File: src/rtl/dsi_pkg.sv
// Shared DSI definitions for the packet assembler and parser: data types,
// long/short classification, header ECC and the parser state encoding.
package dsi_pkg;

    localparam logic [5:0] DT_VSS    = 6'h01;
    localparam logic [5:0] DT_VSE    = 6'h11;
    localparam logic [5:0] DT_HSS    = 6'h21;
    localparam logic [5:0] DT_HSE    = 6'h31;
    localparam logic [5:0] DT_NULL   = 6'h09;
    localparam logic [5:0] DT_BLANK  = 6'h19;
    localparam logic [5:0] DT_RGB888 = 6'h3E;

    typedef enum logic [1:0] {
        S_HDR     = 2'd0,
        S_PAYLOAD = 2'd1,
        S_DROP    = 2'd2
    } state_t;

    function automatic logic is_long_dt(input logic [5:0] dt);
        return (dt[3:0] == 4'h9) || (dt[3:0] == 4'hC) ||
               (dt[3:0] == 4'hD) || (dt[3:0] == 4'hE);
    endfunction

    // Every data column has odd weight, so any double error leaves an even,
    // non-zero syndrome that matches neither a column nor a parity bit.
    function automatic logic [5:0] dsi_ecc24(input logic [23:0] d);
        logic [5:0] p;
        p[0] = d[0]^d[1]^d[2]^d[4]^d[5]^d[7]^d[10]^d[11]^d[13]^d[16]^d[20]^d[21]^d[22]^d[23];
        p[1] = d[0]^d[1]^d[3]^d[4]^d[6]^d[8]^d[10]^d[12]^d[14]^d[17]^d[20]^d[21]^d[22]^d[23];
        p[2] = d[0]^d[2]^d[3]^d[5]^d[6]^d[9]^d[11]^d[12]^d[15]^d[18]^d[20]^d[21]^d[22];
        p[3] = d[1]^d[2]^d[3]^d[7]^d[8]^d[9]^d[13]^d[14]^d[15]^d[19]^d[20]^d[21]^d[23];
        p[4] = d[4]^d[5]^d[6]^d[7]^d[8]^d[9]^d[16]^d[17]^d[18]^d[19]^d[20]^d[22]^d[23];
        p[5] = d[10]^d[11]^d[12]^d[13]^d[14]^d[15]^d[16]^d[17]^d[18]^d[19]^d[21]^d[22]^d[23];
        return p;
    endfunction

endpackage

File: src/rtl/dsi_crc16_4b.sv
// Combinational CRC-16/CCITT (reflected 0x8408) step over the low nbytes of a word.
// Only present when DSI_PARSER_CRC_EN is defined.
`ifdef DSI_PARSER_CRC_EN
module dsi_crc16_4b (
    input  logic [15:0] crc_in,
    input  logic [31:0] data,
    input  logic [2:0]  nbytes,
    output logic [15:0] crc_out
);
    logic [15:0] c;

    always_comb begin
        c = crc_in;
        for (int b = 0; b < 4; b++) begin
            if (3'(b) < nbytes) begin
                c = c ^ {8'h00, data[8*b +: 8]};
                for (int i = 0; i < 8; i++) begin
                    c = c[0] ? ((c >> 1) ^ 16'h8408) : (c >> 1);
                end
            end
        end
        crc_out = c;
    end
endmodule
`endif

File: src/rtl/dsi_packet_parser.sv
// DSI receive parser: header ECC check/correct, short-packet events, long-packet
// payload to the pixel FIFO. Define DSI_PARSER_CRC_EN to enable the payload CRC check.
module dsi_packet_parser
    import dsi_pkg::*;
#(
    parameter logic [1:0] VC_ID = 2'd0
) (
    input  logic        clk,
    input  logic        rst_n,
    input  logic [31:0] in_data,
    input  logic        in_valid,
    input  logic        in_sop,
    output logic        in_ready,
    output logic [31:0] pix_fifo_data,
    output logic [3:0]  pix_fifo_be,
    output logic        pix_fifo_first,
    output logic        pix_fifo_last,
    output logic        pix_fifo_write,
    input  logic        pix_fifo_full,
    output logic        evt_valid,
    output logic [5:0]  evt_dt,
    output logic [15:0] evt_data,
    output logic        ecc_corrected,
    output logic        ecc_error,
    output logic        crc_error,
    output logic        trunc_error
);
    state_t      state;
    logic [15:0] bytes_left;
    logic [15:0] words_left;
    logic        first_pend;
    logic        wr_en;
    logic        accept;

    logic [23:0] hdr;
    logic [5:0]  syn;
    logic        hit;
    logic        hdr_corr;
    logic        hdr_bad;
    logic [5:0]  hdr_dt;
    logic [15:0] hdr_wc;
    logic        hdr_vc_ok;
    logic        hdr_long;
    logic [2:0]  n;
    logic        last_word;

    assign in_ready  = !(state == S_PAYLOAD && pix_fifo_full);
    assign accept    = in_valid && in_ready;
    assign n         = (bytes_left > 16'd4) ? 3'd4 : bytes_left[2:0];
    assign last_word = (words_left == 16'd1);

    always_comb begin
        hdr      = in_data[23:0];
        syn      = dsi_ecc24(in_data[23:0]) ^ in_data[29:24];
        hit      = 1'b0;
        hdr_corr = 1'b0;
        hdr_bad  = 1'b0;
        if (in_data[31:30] != 2'b00) begin
            hdr_bad = 1'b1;
        end else if (syn != 6'd0) begin
            for (int i = 0; i < 24; i++) begin
                if (syn == dsi_ecc24(24'd1 << i)) begin
                    hdr[i] = ~hdr[i];
                    hit    = 1'b1;
                end
            end
            // A lone parity-bit error leaves the header data intact.
            if ($onehot(syn)) hit = 1'b1;
            hdr_corr = hit;
            hdr_bad  = !hit;
        end
    end

    assign hdr_dt    = hdr[5:0];
    assign hdr_wc    = hdr[23:8];
    assign hdr_vc_ok = (hdr[7:6] == VC_ID);
    assign hdr_long  = is_long_dt(hdr_dt);

    always_ff @(posedge clk or negedge rst_n) begin
        if (!rst_n) begin
            state          <= S_HDR;
            bytes_left     <= '0;
            words_left     <= '0;
            first_pend     <= 1'b0;
            wr_en          <= 1'b0;
            pix_fifo_data  <= '0;
            pix_fifo_be    <= '0;
            pix_fifo_first <= 1'b0;
            pix_fifo_last  <= 1'b0;
            pix_fifo_write <= 1'b0;
            evt_valid      <= 1'b0;
            evt_dt         <= '0;
            evt_data       <= '0;
            ecc_corrected  <= 1'b0;
            ecc_error      <= 1'b0;
            trunc_error    <= 1'b0;
        end else begin
            pix_fifo_write <= 1'b0;
            pix_fifo_first <= 1'b0;
            pix_fifo_last  <= 1'b0;
            evt_valid      <= 1'b0;
            ecc_corrected  <= 1'b0;
            ecc_error      <= 1'b0;
            trunc_error    <= 1'b0;
            if (accept && in_sop) begin
                trunc_error   <= (state == S_PAYLOAD);
                ecc_corrected <= hdr_corr;
                ecc_error     <= hdr_bad;
                if (hdr_bad) begin
                    state <= S_DROP;
                end else if (hdr_long) begin
                    state      <= S_PAYLOAD;
                    bytes_left <= hdr_wc;
                    words_left <= 16'((17'(hdr_wc) + 17'd5) >> 2);
                    first_pend <= 1'b1;
                    wr_en      <= hdr_vc_ok && (hdr_dt != DT_NULL) && (hdr_dt != DT_BLANK);
                end else begin
                    state <= S_HDR;
                    if (hdr_vc_ok) begin
                        evt_valid <= 1'b1;
                        evt_dt    <= hdr_dt;
                        evt_data  <= hdr_wc;
                    end
                end
            end else if (accept && state == S_PAYLOAD) begin
                if (n != 3'd0) begin
                    bytes_left <= bytes_left - 16'(n);
                    first_pend <= 1'b0;
                    if (wr_en) begin
                        pix_fifo_write <= 1'b1;
                        pix_fifo_data  <= in_data;
                        pix_fifo_be    <= 4'((5'd1 << n) - 5'd1);
                        pix_fifo_first <= first_pend;
                        pix_fifo_last  <= (bytes_left <= 16'd4);
                    end
                end
                words_left <= words_left - 16'd1;
                if (last_word) state <= S_HDR;
            end
        end
    end

`ifdef DSI_PARSER_CRC_EN
    logic [15:0] crc;
    logic [15:0] crc_nxt;
    logic [15:0] rx_crc;
    logic [15:0] rx_crc_nxt;
    logic [1:0]  chk_left;
    logic [1:0]  chk_cnt;
    logic        chk_en;

    dsi_crc16_4b u_crc (
        .crc_in (crc),
        .data   (in_data),
        .nbytes (n),
        .crc_out(crc_nxt)
    );

    // Checksum bytes sit right after the payload lanes and may spill into the next word.
    always_comb begin
        rx_crc_nxt = rx_crc;
        chk_cnt    = chk_left;
        for (int k = 0; k < 4; k++) begin
            if (3'(k) >= n && chk_cnt != 2'd0) begin
                if (chk_cnt == 2'd2) rx_crc_nxt[7:0] = in_data[8*k +: 8];
                else                 rx_crc_nxt[15:8] = in_data[8*k +: 8];
                chk_cnt = chk_cnt - 2'd1;
            end
        end
    end

    always_ff @(posedge clk or negedge rst_n) begin
        if (!rst_n) begin
            crc       <= '0;
            rx_crc    <= '0;
            chk_left  <= '0;
            chk_en    <= 1'b0;
            crc_error <= 1'b0;
        end else begin
            crc_error <= 1'b0;
            if (accept && in_sop) begin
                crc      <= 16'hFFFF;
                rx_crc   <= '0;
                chk_left <= 2'd2;
                chk_en   <= hdr_vc_ok;
            end else if (accept && state == S_PAYLOAD) begin
                crc      <= crc_nxt;
                rx_crc   <= rx_crc_nxt;
                chk_left <= chk_cnt;
                if (last_word) crc_error <= chk_en && (crc_nxt != rx_crc_nxt);
            end
        end
    end
`else
    assign crc_error = 1'b0;
`endif

endmodule
File: config.mk
export PLATFORM = sky130hd
export DESIGN_NAME = dsi_packet_parser
export DESIGN_NICKNAME = d
export VERILOG_FILES = /design/src/rtl/dsi_pkg.sv /design/src/rtl/dsi_crc16_4b.sv /design/src/rtl/dsi_packet_parser.sv
export SDC_FILE = /design/constraint.sdc
export NUM_CORES = 1
export LEC_CHECK = 0
export CORE_ASPECT_RATIO = 0.8
export CORE_UTILIZATION = 58
export DETAILED_ROUTE_END_ITERATION = 6
export DONT_BUFFER_PORTS = 1
export PLACE_DENSITY = 0.73
export SYNTH_ARGS = -nofsm -noshare
export SYNTH_HDL_FRONTEND = slang
export SYNTH_SLANG_ARGS = --single-unit
File: constraint.sdc
create_clock -name clk -period 3.1 [get_ports clk]
set_clock_uncertainty 0.15 [all_clocks]
set_input_delay 0.465 -clock clk [delete_from_list [all_inputs] [get_ports clk]]
set_output_delay 0.465 -clock clk [all_outputs]
set_load 0.005 [all_outputs]
==> results.md, run 1 <==
* Status: finished with violations
* Violated checks: negative setup slack
* GR Overflow Total at 0
* CP delay by family, top: adder cells
* Die Y at 98.6 µm
* Max Slew Vio Count at 0
* DRT Pass-1 Iters at 5
* Core ar. at 11100 µm²
* # setup viols final at 61
* Die Wd at 123 µm
* Hpwl dp at 15100 µm
* # diodes at 0
* Filler Cell Count at 767
* Crit path setup slack, layout at -1.37 ns
* Crit-path cells: xnor2_4 -> xnor3_1 -> xnor2_2 -> xor2_2 -> ha_1 -> inv_2 -> ha_4 -> fa_1 -> and2_4 -> fa_1 -> o41ai_2 -> nor4_2 -> nand3_2 -> nand3_2 -> or3_4 -> buf_12 -> mux2_4
* IR Drop Worst-Case VDD at 0.516 mV
* CTS Sinks at 101
* Vias per cell at 6.29
* RePlAce Congestion at 0.966
* Post-Synthesis Cells at 759
* # DRC at 0
* Area Growth Syn to Fin at 25.1%
* Initial antenna violation count at 0
* Clock Power Share at 0.157
* Clk pin slew, worst setup/hold paths at 0.07 ns
* Synth Net Count at 804
* Primary FF master, synth: dfrtp_1
* Syn Area/Cell at 8.91 µm²
* Critical Path Sink Type: register
* Fin. Hold Viols at 0
* Global-route wire length before repair at 32800 µm
* Most frequent cells in the layout: 140 x nand2_1, 135 x buf_4, 101 x dfrtp_1
* H-tree levels at 3
* Num CTS Buffers at 9
* Share of the synthesized area in the top cell type at 0.374
* CTS max path bufs at 2
* Leak Pwr at 0.00400 µW
* Largest net degree at the start of global routing at 102
* Port-buffer cells at 0
* Worst hold margin at 0.0608 ns
* Worst slew pin tran at 0.561 ns
* Sw power at 3030 µW
* Nets at 924
* Yosys cell types at 80
* Switch share at 0.411
* Comb pwr share at 0.585
* Number of flops mapped to enable cells by yosys at 0
* CTS tree: done
* Row cnt at 34
* Count of warnings emitted by yosys at 0
* Tmin final at 4.47 ns
* Area leader, netlist: dfrtp_1
* Total number of vias at 6466
* Max Freq at 0.224 GHz
* Routed WL at 21000 µm
* Register share of total power at 0.259
* Required time worst endpoint at 3.19 ns
* Post-synth ARST share at 1.00
* Crit path max fanout at 6
* CP Class: in2reg
* Yosys reg bits at 101
* Slew headroom at 0.626
* Worst EP arrival at 4.56 ns
* Setup TNS at -74.05 ns
* Critical Path Max Stage Delay at 0.49 ns
* Critical-path top delay cell: fa_1
* Worst-Skew Late Latency at 0.36 ns
* Vias in the first global route at 6231
* Max-Cap Viols at 0
* Clock Tree Root: clkbuf_16
* Drt wl/cell at 20.4 µm
* Worst Hold Class: in2reg
* Unrepaired setup endpoints after global routing: yes
* Pwr Density at 870 nW/µm²
* Share of cells above drive strength 1 at 0.268
* Die Area at 12100 µm²
* Setup slack, reg-to-reg at -0.07 ns
* Register area share after synthesis at 0.374
* Top cells by area, synth: dfrtp_1 37%, nand2_1 7.9%, xnor2_1 6.3%
* Int Pwr at 4330 µW
* I/O pin total at 104
* Commonest non-fill, non-tap cell in the layout: nand2_1
* Initial Util at 0.609
* Crit start category: primary input
* Mapped Area at 6760 µm²
* Starting DRT DRC Count at 613
* Crit path buffers/inverters at 2
* GRT Total Usage at 0.359
* Final worst-path cycle share at 1.44
* Final ANT Viol Nets at 0
final timing paths:
kind                                endpoint  cells past startpoint      startpoint
max                             evt_data[13]                     17     in_data[12]
min                        pix_fifo_data[13]                      2     in_data[13]
max reg2reg                   bytes_left[14]                     14  bytes_left[12]
min reg2reg                         state[0]                      2        state[0]
max in group asynchronous  pix_fifo_data[26]                      2           rst_n
min in group asynchronous   pix_fifo_data[5]                      2           rst_n
routing by layer:
layer,track usage,part of all wire,vias up
li1,-,-,2895
met1,0.528,0.44,3180
met2,0.519,0.43,352
met3,0.0891,0.11,39
met4,0.105,0.021,0
met5,0,0,-
stage by stage:
step	setup slack, ns	total power [µW]	area [µm²]	utilization	std cells
after floorplan	-1.84	4210	6870	-	759
after global placement	-1.73	5530	7850	0.707	996
after detailed placement	-1.85	5660	7850	0.707	996
after CTS	-1.43	7050	8320	0.750	1020
after global routing	-1.47	7770	8460	0.762	1028
final	-1.37	7360	8460	0.762	1028
repair_timing:
item,CTS,global route
endpoints found under the setup margin,61,63
hold endpoints to repair,101,0
resized for setup,24,16
setup buffers,4,4
cloned,2,4
hold buffers,2,0
pin swaps,6,2
cell usage after synthesis, drive strengths merged (7+ instances only):
| master | instances |
|---|---|
| xnor2 | 53 |
| nor2 | 63 |
| o21ai | 44 |
| nand2 | 142 |
| nor3 | 35 |
| dfrtp | 101 |
| o22ai | 10 |
| inv | 22 |
| buf | 17 |
| a21oi | 32 |
| xnor3 | 7 |
| nor4 | 11 |
| mux2 | 18 |
| or3 | 12 |
| a31oi | 13 |
| nand3 | 14 |
| clkbuf | 23 |
| xor2 | 28 |
layout make-up:
class / count / area (µm²) / area share
clock inverter: 5 / 58.8 / 0.00695
timing repair buffer: 148 / 1200 / 0.142
timing repair inverter: 1 / 7.51 / 0.000887
clock buffer: 11 / 233 / 0.0275
inverter: 22 / 86.3 / 0.0102
multi-input combinational: 596 / 4170 / 0.492
sequential: 101 / 2530 / 0.299
tap: 144 / 180 / 0.0213
flip-flops by register name (all words and copies together), names as in the netlist:
register	count
trunc_error	1
pix_fifo_last	1
state	2
pix_fifo_data	32
pix_fifo_first	1
pix_fifo_write	1
words_left	16
ecc_corrected	1
bytes_left	16
wr_en	1
evt_valid	1
first_pend	1
evt_data	16
ecc_error	1
evt_dt	6
pix_fifo_be	4
power groups by stage:
| stage | clock (µW) | sequential [µW] | combinational (µW) |
|---|---|---|---|
| floorplan | 0 | 1850 | 2370 |
| global placement | 0 | 1910 | 3620 |
| detailed placement | 0 | 1920 | 3740 |
| CTS | 1160 | 1900 | 3990 |
| global route | 1210 | 1960 | 4600 |
| finish | 1150 | 1900 | 4310 |
logic make-up (layout without fill, tap and decap cells):
kind of cell	count (synthesis)	in the layout	synth area share
fa+ha+maj	8	8	0.0170
compound gates	155	155	0.156
xor+xnor	88	88	0.141
simple gates	319	319	0.221
flops	101	101	0.374
buf+inv	62	187	0.0420
mux	24	24	0.0479
other cells	2	2	0.00111
No activity file was read; power rests on OpenSTA's default activity.
==> run 2: changes to the inputs <==
--- a/config.mk
+++ b/config.mk
@@ -5,7 +5,8 @@
 export SDC_FILE = /design/constraint.sdc
 export NUM_CORES = 1
 export LEC_CHECK = 0
-export CORE_ASPECT_RATIO = 0.8
+export ABC_CLOCK_PERIOD_IN_PS = 3100
+export CORE_ASPECT_RATIO = 0.75
 export CORE_UTILIZATION = 58
 export DETAILED_ROUTE_END_ITERATION = 6
 export DONT_BUFFER_PORTS = 1
==> run 2 against run 1 <==
Hold slack better by 0.0075 ns. Combinational power is 11% higher. Core utilization grew 3.5 points. Critical path depth unchanged. Critical path type unchanged. The run still ends with negative setup slack left.
==> results.md, run 2 (synthesis gave the netlist of run 1 again) <==
* Required time worst endpoint at 3.18 ns
* # diodes at 0
* IR Drop Worst-Case VDD at 0.627 mV
* Slew headroom at 0.608
* Starting DRT DRC Count at 758
* Max-Cap Viols at 0
* Vias per cell at 6.29
* Final ANT Viol Nets at 0
* Top reg by flops: pix_fifo_data
* Initial antenna violation count at 0
* Worst slew pin tran at 0.573 ns
* Clock Tree Root: clkbuf_16
* # setup viols final at 61
* RePlAce Congestion at 0.960
* Area Growth Syn to Fin at 31.4%
* Nets at 944
* Unrepaired setup endpoints after global routing: yes
* Commonest non-fill, non-tap cell in the layout: buf_4
* Worst EP arrival at 4.63 ns
* Fin. Hold Viols at 0
* Routed WL at 22700 µm
* Row cnt at 33
* Leak Pwr at 0.00418 µW
* Most frequent cells in the layout: 140 x buf_4, 136 x nand2_1, 101 x dfrtp_1
* Design Power at 7800 µW
* CTS tree: done
* Hold path startpoint: in_data[28]
* Critical Path Sink Type: register
* Violated checks: negative setup slack
* DRT Pass-1 Iters at 5
* Core ar. at 11100 µm²
* Crit path setup slack, layout at -1.45 ns
* Hpwl dp at 15900 µm
* Die Y at 95.5 µm
* Final worst-path cycle share at 1.47
* Clk pin slew, worst setup/hold paths at 0.07 ns
* Max FFs per register at 32
* Crit start category: primary input
* CTS Sinks at 101
* Vias in the first global route at 6304
* Port-buffer cells at 0
* # DRC at 0
* Crit. Startpoint: in_data[21]
* Setup TNS at -77.89 ns
* DP Worst Slack at -1.88 ns
* Global-route wire length before repair at 35000 µm
* Die Wd at 127 µm
* Crit path max fanout at 10
* Largest net degree at the start of global routing at 102
* Tmin final at 4.55 ns
* Layout Utilization at 0.797
* Worst Hold Class: in2reg
* I/O pin total at 104
* R2r startpoint: bytes_left[10]
* GRT Total Usage at 0.388
* Num CTS Buffers at 9
* GR Overflow Total at 0
* Die Area at 12100 µm²
* H-tree levels at 3
* Max Freq at 0.220 GHz
* CTS max path bufs at 2
* Initial Util at 0.607
* Max Slew Vio Count at 0
* Worst-Skew Late Latency at 0.35 ns
* Share of cells above drive strength 1 at 0.327
* Total number of vias at 6570
* Status: finished with violations
* Pwr Density at 878 nW/µm²
* Drt wl/cell at 21.7 µm
* CP Class: in2reg
-- run 2: cell types whose count changed in the layout (fill, tap and decap cells not counted), moves of 5 or more --
cell,delta
a21oi_1,-7
a21oi_2,+7
buf_4,+5
buf_6,+11
o21ai_0,-12
o21ai_1,-7
o21ai_2,+17
o2bb2a_1,-5
o2bb2a_4,+5
-- run 2: cell type report --
cell class / count / area (µm²)
multi-input combinational: 596 / 4350
sequential: 101 / 2530
fill: 727 / 2260
timing repair buffer: 169 / 1460
clock buffer: 11 / 253
tap: 140 / 175
inverter: 22 / 82.6
clock inverter: 5 / 41.3
-- run 2: repair_timing --
| item | 4_1_cts | 5_1_grt |
|---|---|---|
| hold buffers | 2 | 0 |
| resized for setup | 89 | 30 |
| setup buffers | 8 | 4 |
| gates cloned | 5 | 0 |
| endpoints found under the setup margin | 61 | 88 |
| hold endpoints to repair | 101 | 0 |
| pin swaps | 39 | 9 |
-- run 2: power by group --
| part | total [µW] | internal [µW] | switching [µW] |
|---|---|---|---|
| combinational | 4780 | 2300 | 2480 |
| sequential | 1880 | 1630 | 258 |
| clock | 1140 | 597 | 539 |
-- run 2: worst paths after layout --
kind | to | slack [ns] | cells after the start
min in group asynchronous | words_left[12] | 0.64 | 2
min | pix_fifo_data[28] | 0.07 | 2
max | evt_dt[5] | -1.45 | 17
max reg2reg | bytes_left[14] | -0.55 | 14
max in group asynchronous | pix_fifo_data[8] | 1.79 | 2
min reg2reg | state[1] | 0.34 | 1
-- run 2: metrics by stage --
stage	instances	hold WS (ns)	instance area, µm²
2_1_floorplan	759	0.0194	6870
3_3_place_gp	1012	0.0213	8000
3_5_place_dp	1012	0.0212	8000
4_1_cts	1043	0.0637	8790
5_1_grt	1044	0.0550	8890
6_report	1044	0.0683	8890
-- run 2: per-layer routing --
layer  vias to the layer above  global-route usage  part of all wire
met5                         -                   0                 0
met4                         0               0.105             0.020
met3                        42               0.104              0.12
met2                       374               0.573              0.42
met1                      3208               0.560              0.44
li1                       2946                   -                 -
-- run 2: critical path, cell delays in order --
cell and delay (ns):
xnor2_4 0.16, xnor3_1 0.46, xnor2_2 0.17, xor2_2 0.19
ha_1 0.32, inv_2 0.07, ha_4 0.19, fa_1 0.52
and2_4 0.15, fa_1 0.42, o41ai_2 0.35, nor4_2 0.10
nand3_2 0.11, nand3_2 0.08, or3_4 0.39, buf_12 0.18
mux2_4 0.30
==> run 3: changes to the inputs <==
--- a/config.mk
+++ b/config.mk
@@ -11,6 +11,7 @@
 export DETAILED_ROUTE_END_ITERATION = 6
 export DONT_BUFFER_PORTS = 1
 export PLACE_DENSITY = 0.73
+export RECOVER_POWER = 100
 export SYNTH_ARGS = -nofsm -noshare
 export SYNTH_HDL_FRONTEND = slang
 export SYNTH_SLANG_ARGS = --single-unit
==> run 3 against run 2 <==
The run still ends with negative setup slack left. Die area stayed put. Global-route usage is the same. Design area shrank 0.34%. Setup slack gained 0.018 ns. Non-clock buffer count is the same. Sequential cell count stayed put. Sequential share of layout area increased by 0.096 points. Via count decreased by 0.47%. Largest cell class unchanged.
==> results.md, run 3 (synthesis gave the netlist of run 1 again) <==
* Unrepaired setup endpoints after global routing: yes
* Slew headroom at 0.0807
* Total number of vias at 6539
* Nets at 944
* Crit. Startpoint: in_data[21]
* Clk pin slew, worst setup/hold paths at 0.07 ns
* Fin. Hold Viols at 0
* CP Class: in2reg
* Worst EP arrival at 4.62 ns
* CTS Sinks at 101
* Max Freq at 0.220 GHz
* Hold path startpoint: in_data[28]
* Core ar. at 11100 µm²
* Initial antenna violation count at 0
* Critical-path top delay cell: fa_1
* GRT Total Usage at 0.388
* Clock Power Share at 0.146
* Row cnt at 33
* Final ANT Viol Nets at 0
* Leak Pwr at 0.00417 µW
* Worst-Skew Late Latency at 0.35 ns
* Critical Path Sink Type: register
* Commonest non-fill, non-tap cell in the layout: buf_4
* Top reg by flops: pix_fifo_data
* Switch share at 0.420
* RePlAce Congestion at 0.960
* Clock Tree Root: clkbuf_16
* Sw power at 3260 µW
* Most frequent cells in the layout: 137 x buf_4, 136 x nand2_1, 101 x dfrtp_1
* Required time worst endpoint at 3.18 ns
* Register share of total power at 0.243
* Worst slew pin tran at 1.38 ns
* # diodes at 0
* Drt wl/cell at 21.7 µm
* Post-DP Area at 8000 µm²
* Worst Hold Class: in2reg
* Max Slew Vio Count at 0
* Crit path setup slack, layout at -1.44 ns
* Initial Util at 0.607
* Vias per cell at 6.26
* Max-Cap Viols at 0
* Hpwl dp at 15900 µm
* Crit path max fanout at 10
* Routed WL at 22600 µm
* Design Power at 7770 µW
* CTS max path bufs at 2
* Num CTS Buffers at 9
* Fin area at 8860 µm²
* R2r startpoint: bytes_left[10]
* Die Wd at 127 µm
* Crit-path cells: xnor2_4 -> xnor3_1 -> xnor2_2 -> xor2_2 -> ha_1 -> inv_2 -> ha_4 -> fa_1 -> and2_4 -> fa_1 -> o41ai_2 -> nor4_2 -> nand3_2 -> nand3_2 -> or3_4 -> buf_12 -> mux2_4
* Port-buffer cells at 0
* Crit start category: primary input
* Final worst-path cycle share at 1.46
* Violated checks: negative setup slack
* Largest net degree at the start of global routing at 102
* Int Pwr at 4510 µW
* Starting DRT DRC Count at 797
* Share of cells above drive strength 1 at 0.326
* Die Y at 95.5 µm
* Critical Path Max Stage Delay at 0.51 ns
* Global-route wire length before repair at 35000 µm
* Reg2reg end: bytes_left[14]
* H-tree levels at 3
* Max FFs per register at 32
* Status: finished with violations
* DRT Pass-1 Iters at 5
* CTS tree: done
* WHS Path Cells at 2
* I/O pin total at 104
* Hold path endpoint: pix_fifo_data[28]
* Vias in the first global route at 6304
* Tmin final at 4.54 ns
* Setup TNS at -77.06 ns
* Pwr Density at 877 nW/µm²
* # DRC at 0
* Setup slack, reg-to-reg at -0.53 ns
* Die Area at 12100 µm²
* # setup viols final at 61
* IR Drop Worst-Case VDD at 0.625 mV
* GR Overflow Total at 0
* Area Growth Syn to Fin at 30.9%
* Comb pwr share at 0.611
* FF-to-FF path depth at 14
==> run 3: changes by cell type in the layout (fill, tap and decap cells not counted), sizes merged <==
cell	delta
clkbuf	+4
buf	-4
==> run 3: timing repair <==
| action | in CTS | in global routing |
|---|---|---|
| pin swaps | 39 | 9 |
| hold buffers | 2 | 0 |
| setup endpoints to repair | 61 | 88 |
| endpoints found under the hold margin | 101 | 0 |
| buffers inserted | 8 | 4 |
| resized for setup | 89 | 30 |
| cloned | 5 | 0 |
==> run 3: worst max path at each step <==
| stage | slack (ns) | to |
|---|---|---|
| 6_report | -1.44 | evt_data[6] |
| 5_1_grt | -1.57 | evt_dt[0] |
| 4_1_cts | -1.40 | evt_data[6] |
| 3_5_place_dp | -1.88 | evt_data[6] |
| 3_3_place_gp | -1.74 | evt_data[13] |
| 2_1_floorplan | -1.84 | evt_data[10] |
==> run 3: layout make-up <==
cell class              instances  area, µm²
flip-flops and latches        101       2530
fillers                       730       2290
clock inverters                 5       41.3
well taps                     140        175
repair buffers                169       1430
clock buffers                  11        253
inverters                      22       82.6
multi-input cells             596       4350
==> run 3: layer usage <==
| metal | routed length, µm | vias to the layer above | share of wire | GRT usage |
|---|---|---|---|---|
| li1 | - | 2945 | - | - |
| met2 | 9610 | 390 | 0.42 | 0.573 |
| met5 | 0 | - | 0 | 0 |
| met1 | 9810 | 3156 | 0.43 | 0.560 |
| met4 | 509 | 0 | 0.022 | 0.105 |
| met3 | 2700 | 48 | 0.12 | 0.104 |
==> run 3: worst max-delay path: cells and delay by family <==
kind	cells	cell delay, ns
buf+inv	2	0.25
mux	1	0.29
simple gates	5	0.83
fa+ha+maj	4	1.44
xor+xnor	4	0.97
compound gates	1	0.34
==> run 3: stage by stage <==
stage                     worst slack, ns   util  instances  hold slack [ns]
after floorplan                     -1.84      -        759           0.0194
after global placement              -1.74  0.718       1012           0.0213
after detailed placement            -1.88  0.718       1012           0.0212
after CTS                           -1.40  0.788       1043           0.0637
after global routing                -1.57  0.795       1044           0.0550
final                               -1.44  0.795       1044           0.0666
==> run 3: power by group through the flow <==
stage	logic (µW)	registers, µW	clock network [µW]
after floorplan	2370	1850	0
after global placement	3930	1870	0
after detailed placement	4050	1880	0
after CTS	4570	1870	1140
after global routing	5060	1920	1190
final	4750	1890	1130
